`src/rtl/vga_scan.sv`:
```
// 640x480@60 raster timing generator: pixel coordinates, syncs, video_on and frame tick.
// Define VGA_CLKDIV_EN to derive the pixel enable from a /4 divider of clk.
module vga_scan #(
  parameter int H_ACTIVE = 640,
  parameter int H_FP     = 16,
  parameter int H_SYNC   = 96,
  parameter int H_BP     = 48,
  parameter int V_ACTIVE = 480,
  parameter int V_FP     = 10,
  parameter int V_SYNC   = 2,
  parameter int V_BP     = 33
) (
  input  logic       clk,
  input  logic       rst_n,
  output logic [9:0] scan_x,
  output logic [8:0] scan_y,
  output logic       video_on,
  output logic       hsync,
  output logic       vsync,
  output logic       pix_tick,
  output logic       frame_tick
);

  localparam int H_TOTAL = H_ACTIVE + H_FP + H_SYNC + H_BP;
  localparam int V_TOTAL = V_ACTIVE + V_FP + V_SYNC + V_BP;

  localparam logic [9:0] H_MAX    = 10'(H_TOTAL - 1);
  localparam logic [9:0] V_MAX    = 10'(V_TOTAL - 1);
  localparam logic [9:0] H_ACT    = 10'(H_ACTIVE);
  localparam logic [9:0] V_ACT    = 10'(V_ACTIVE);
  localparam logic [9:0] V_PRE_FT = 10'(V_ACTIVE - 1);
  localparam logic [9:0] HS_BEG   = 10'(H_ACTIVE + H_FP);
  localparam logic [9:0] HS_END   = 10'(H_ACTIVE + H_FP + H_SYNC);
  localparam logic [9:0] VS_BEG   = 10'(V_ACTIVE + V_FP);
  localparam logic [9:0] VS_END   = 10'(V_ACTIVE + V_FP + V_SYNC);

  logic       pix_en;
  logic [9:0] h_cnt_q, h_cnt_d;
  logic [9:0] v_cnt_q, v_cnt_d;
  logic       h_last, v_last;

  logic [9:0] scan_x_q;
  logic [8:0] scan_y_q;
  logic       video_on_q, hsync_q, vsync_q, frame_tick_q;

`ifdef VGA_CLKDIV_EN
  logic [1:0] div_q;
  logic       tick_q;

  // tick_q is registered one clk ahead so it lines up with div_q wrapping.
  always_ff @(posedge clk or negedge rst_n) begin
    if (!rst_n) begin
      div_q  <= 2'd0;
      tick_q <= 1'b0;
    end else begin
      div_q  <= div_q + 2'd1;
      tick_q <= (div_q == 2'd2);
    end
  end

  assign pix_en   = tick_q;
  assign pix_tick = tick_q;
`else
  assign pix_en   = 1'b1;
  assign pix_tick = rst_n;
`endif

  assign h_last = (h_cnt_q == H_MAX);
  assign v_last = (v_cnt_q == V_MAX);

  always_comb begin
    h_cnt_d = h_cnt_q;
    v_cnt_d = v_cnt_q;
    if (pix_en) begin
      if (h_last) begin
        h_cnt_d = 10'd0;
        v_cnt_d = v_last ? 10'd0 : v_cnt_q + 10'd1;
      end else begin
        h_cnt_d = h_cnt_q + 10'd1;
      end
    end
  end

  // Outputs sample the pre-advance counter on each enable, so they trail by one pixel
  // and every decoded field comes from the same counter state.
  always_ff @(posedge clk or negedge rst_n) begin
    if (!rst_n) begin
      h_cnt_q      <= 10'd0;
      v_cnt_q      <= 10'd0;
      scan_x_q     <= 10'd0;
      scan_y_q     <= 9'd0;
      video_on_q   <= 1'b0;
      hsync_q      <= 1'b1;
      vsync_q      <= 1'b1;
      frame_tick_q <= 1'b0;
    end else begin
      h_cnt_q      <= h_cnt_d;
      v_cnt_q      <= v_cnt_d;
      frame_tick_q <= pix_en && h_last && (v_cnt_q == V_PRE_FT);
      if (pix_en) begin
        scan_x_q   <= h_cnt_q;
        scan_y_q   <= v_cnt_q[8:0];
        video_on_q <= (h_cnt_q < H_ACT) && (v_cnt_q < V_ACT);
        hsync_q    <= !((h_cnt_q >= HS_BEG) && (h_cnt_q < HS_END));
        vsync_q    <= !((v_cnt_q >= VS_BEG) && (v_cnt_q < VS_END));
      end
    end
  end

  assign scan_x     = scan_x_q;
  assign scan_y     = scan_y_q;
  assign video_on   = video_on_q;
  assign hsync      = hsync_q;
  assign vsync      = vsync_q;
  assign frame_tick = frame_tick_q;

endmodule

```
`config.mk`:
```
export PLATFORM = sky130hd
export DESIGN_NAME = vga_scan
export DESIGN_NICKNAME = d
export VERILOG_FILES = /design/src/rtl/vga_scan.sv
export SDC_FILE = /design/constraint.sdc
export NUM_CORES = 1
export LEC_CHECK = 0
export BUFFER_PORTS_ARGS = -buffer_cell sky130_fd_sc_hd__buf_2
export CAP_MARGIN = 40
export CORE_UTILIZATION = 54
export DETAILED_ROUTE_END_ITERATION = 8
export PLACE_DENSITY = 0.77
export SYNTH_ARGS = -nofsm -noshare
export SYNTH_HDL_FRONTEND = slang
export SYNTH_SLANG_ARGS = --single-unit
```
`constraint.sdc`:
```
create_clock -name clk -period 2.53 [get_ports clk]
set_input_delay 0.3795 -clock clk [delete_from_list [all_inputs] [get_ports clk]]
set_output_delay 0.3795 -clock clk [all_outputs]
set_load 0.03 [all_outputs]
```
==> flow_metrics.py <==
metrics = {
    "worst_setup_path": {
        "cp.arrival_ns": 2.46,
        "crit_path_end_kind": "register",
        "start_kind": "register",
        "cp_max_fo": 9,
        "timing.rr.start": "h_cnt_q[5]",
        "r2r_cells": 4,
        "crit_type": "register to register",
        "r2r-end": "v_cnt_q[8]",
        "crit_required_ns": 2.77,
        "r2r_setup_slack_ns": 0.30,
    },
    "die": {
        "core_sq_um": 2830,
        "fp.dieH_um": 57.3,
        "num_rows": 19,
        "die-area_sq_um": 3290,
        "die_w_um": 57.3,
        "initial_core_util_pct": 58.5,
        "io_pins": 26,
    },
    "outcome": {
        "violations": "design-rule violations",
        "status": "complete, but fails checks",
    },
    "route": {
        "drc": 3,
        "vias": 1102,
        "drt_first_pass_iters": 6,
        "via_per_inst": 5.68,
        "wl_um": 2890,
        "drt_iter0_markers": 38,
        "ant_nets": 0,
        "routedWlPerCell_um": 14.9,
    },
    "sta": {
        "drv_slew": 0,
        "period_share_pct": 88.0,
        "worst_slack_ns": 0.303,
        "holdWs_ns": 0.0922,
        "hold_viol": 0,
        "maxSlewHeadroom_pct": 66.3,
        "fin_setup_tns_ns": 0,
        "skew_ns": 0.0116,
        "setup_viol": 0,
        "max_freq_ghz": 0.449,
        "worst_slew_pin_slew_ns": 0.506,
        "rsz0062_at_grt": "no",
        "period_needed_ns": 2.23,
    },
    "power": {
        "total_power_mw": 1.04,
        "peakVddDrop_mv": 0.305,
        "p_per_area_nw_per_um2": 553,
        "p_leak_nw": 0.923,
    },
    "cts": {
        "htreeDepth": 2,
        "insertion_delay_ns": 0.35,
        "cts_tree": "yes",
        "cts_buffers": 5,
        "clkTransAtPathRegs_ns": 0.12,
        "clockRootBuffer": "clkbuf_4",
        "ctsHoldBuffers": 0,
        "cts.sinks": 43,
        "cts_setup_buffers": 0,
        "ctsResizeCount": 0,
        "clock_path_buffers": 2,
    },
    "synth": {
        "syn_inst": 131,
        "synthAdderAreaFrac_pct": 3.03,
        "synth_compound_area_share_pct": 4.77,
        "synthXorXnorAreaFrac_pct": 5.75,
        "yosys_warnings": 0,
        "synth_seq_cells": 43,
        "avgSynthCellArea_sq_um": 12.6,
        "netlist_area_sq_um": 1650,
        "synth_edf_count": 0,
        "synth_cell_types": 34,
        "synthMuxAreaShare_pct": 1.21,
        "synth_nets": 137,
        "synth_ff_type": "dfrtp_1",
        "yosysSeqAreaShare_pct": 65.2,
        "yosys.area_share.simple_pct": 17.2,
        "synth_async_sr_flop_share_pct": 100,
        "synth_top_family_by_area": "simple AND/OR/NAND/NOR gates",
    },
    "global_routing": {
        "grt_overflow": 0,
        "grt_pass1_wl_um": 4820,
        "grt_pass1_vias": 1053,
        "grt_max_degree": 44,
        "antenna_found_initial": 0,
        "grt_use_total_pct": 20.5,
    },
    "layout": {
        "final_common_cell": "dfrtp_1",
        "drive_gt1_share_pct": 23.9,
        "postLayoutCellArea_sq_um": 1870,
        "area_delta_synth_final_pct": 13.2,
        "nNetsFinal": 169,
        "multi_input_area_sq_um": 529,
        "antenna_cells": 0,
        "regArea_sq_um": 1080,
        "n_fill_cell": 231,
        "final_cell_mix": "41 x dfrtp_1, 25 x buf_2, 10 x nand2_1, 9 x nand3_1",
    },
    "place": {
        "gp_congestion": 0.824,
        "hpwl_um": 1980,
        "post_dp_cell_area_sq_um": 1820,
        "portBuffers": 25,
        "post-place-ws_ns": 0.347,
    },
    "worst_hold_path": {
        "hp-class": "input pin to asynchronous set/reset pin",
    },
    "run": {
        "cap_viol_max_count": 0,
    },
}
## Yosys cell counts (2+ instances only)
library cell	n	area [sq um]
and2_1	2	12.5
xnor2_1	6	52.6
nor2_1	6	22.5
inv_1	6	22.5
nand2b_1	2	12.5
ha_1	4	50.1
and3_1	3	18.8
nor4_1	2	12.5
mux2i_1	2	20.0
dfrtp_1	41	1030
nor3_1	4	20.0
and4_1	4	35.0
a22o_1	2	17.5
nand2_1	10	37.5
nand4_1	5	31.3
dfstp_2	2	52.6
o21ai_0	3	15.0
nand3_1	9	45.0
xor2_1	3	26.3
## final cells by class
| class | instances | area share, % |
|---|---|---|
| timing repair buffer | 28 | 7.88 |
| clock buffer | 6 | 2.74 |
| tap | 31 | 2.07 |
| sequential | 43 | 57.6 |
| inverter | 6 | 1.20 |
| clock inverter | 1 | 0.267 |
| multi-input combinational | 79 | 28.3 |
## state kept, by name, indices dropped and copies added, names as in the netlist
signal,count
frame_tick,1
vsync,1
scan_x,10
video_on,1
hsync,1
scan_y,9
v_cnt_q,10
h_cnt_q,10
## critical path, cell delays in order, from the launching register on
cell     delay (ns)
dfrtp_1        0.47
or4b_1         0.60
or3_1          0.48
or3_4          0.43
xnor2_2        0.14
## routing by layer
metal  vias up  global-route usage [%]  share of wire (%)
met5         -                       0                  0
met4         0                    10.5                2.4
met3         8                    6.80                5.1
met2        33                    31.4                 47
met1       539                    26.0                 46
li1        522                       -                  -
## worst max path at each step
stage	start	to	slack, ns	cells past startpoint
final	h_cnt_q[5]	v_cnt_q[8]	0.30	4
after global routing	h_cnt_q[5]	v_cnt_q[8]	0.25	4
after CTS	h_cnt_q[5]	v_cnt_q[8]	0.31	4
after detailed placement	h_cnt_q[5]	v_cnt_q[8]	0.35	4
after global placement	h_cnt_q[5]	v_cnt_q[8]	0.40	4
after floorplan	h_cnt_q[5]	v_cnt_q[8]	0.48	5
## power by group
group | switching, mW | internal, mW | total, mW | leakage (nW)
sequential | 0 | 0.687 | 0.687 | 0.565
clock | 0.203 | 0.129 | 0.332 | 0.0341
combinational | 0.0144 | 0.00213 | 0.0165 | 0.324
total | 0.218 | 0.818 | 1.04 | 0.923
## cell families (layout without fill, tap and decap cells)
kind of cell               Yosys count  after routing
DFF                                 43             43
xor gates and xnor gates            10             10
and+or+nand+nor                     51             51
adders and majority gates            4              4
buffers and inverters                9             41
muxes                                2              2
AOI/OAI and AO/OA                   12             12
## metrics by stage
stage / utilization (%) / cells
floorplan: - / 131
global placement: 64.2 / 187
detailed placement: 64.2 / 187
CTS: 66.2 / 194
global route: 66.2 / 194
finish: 66.2 / 194
(Power assumes the default switching activity.)
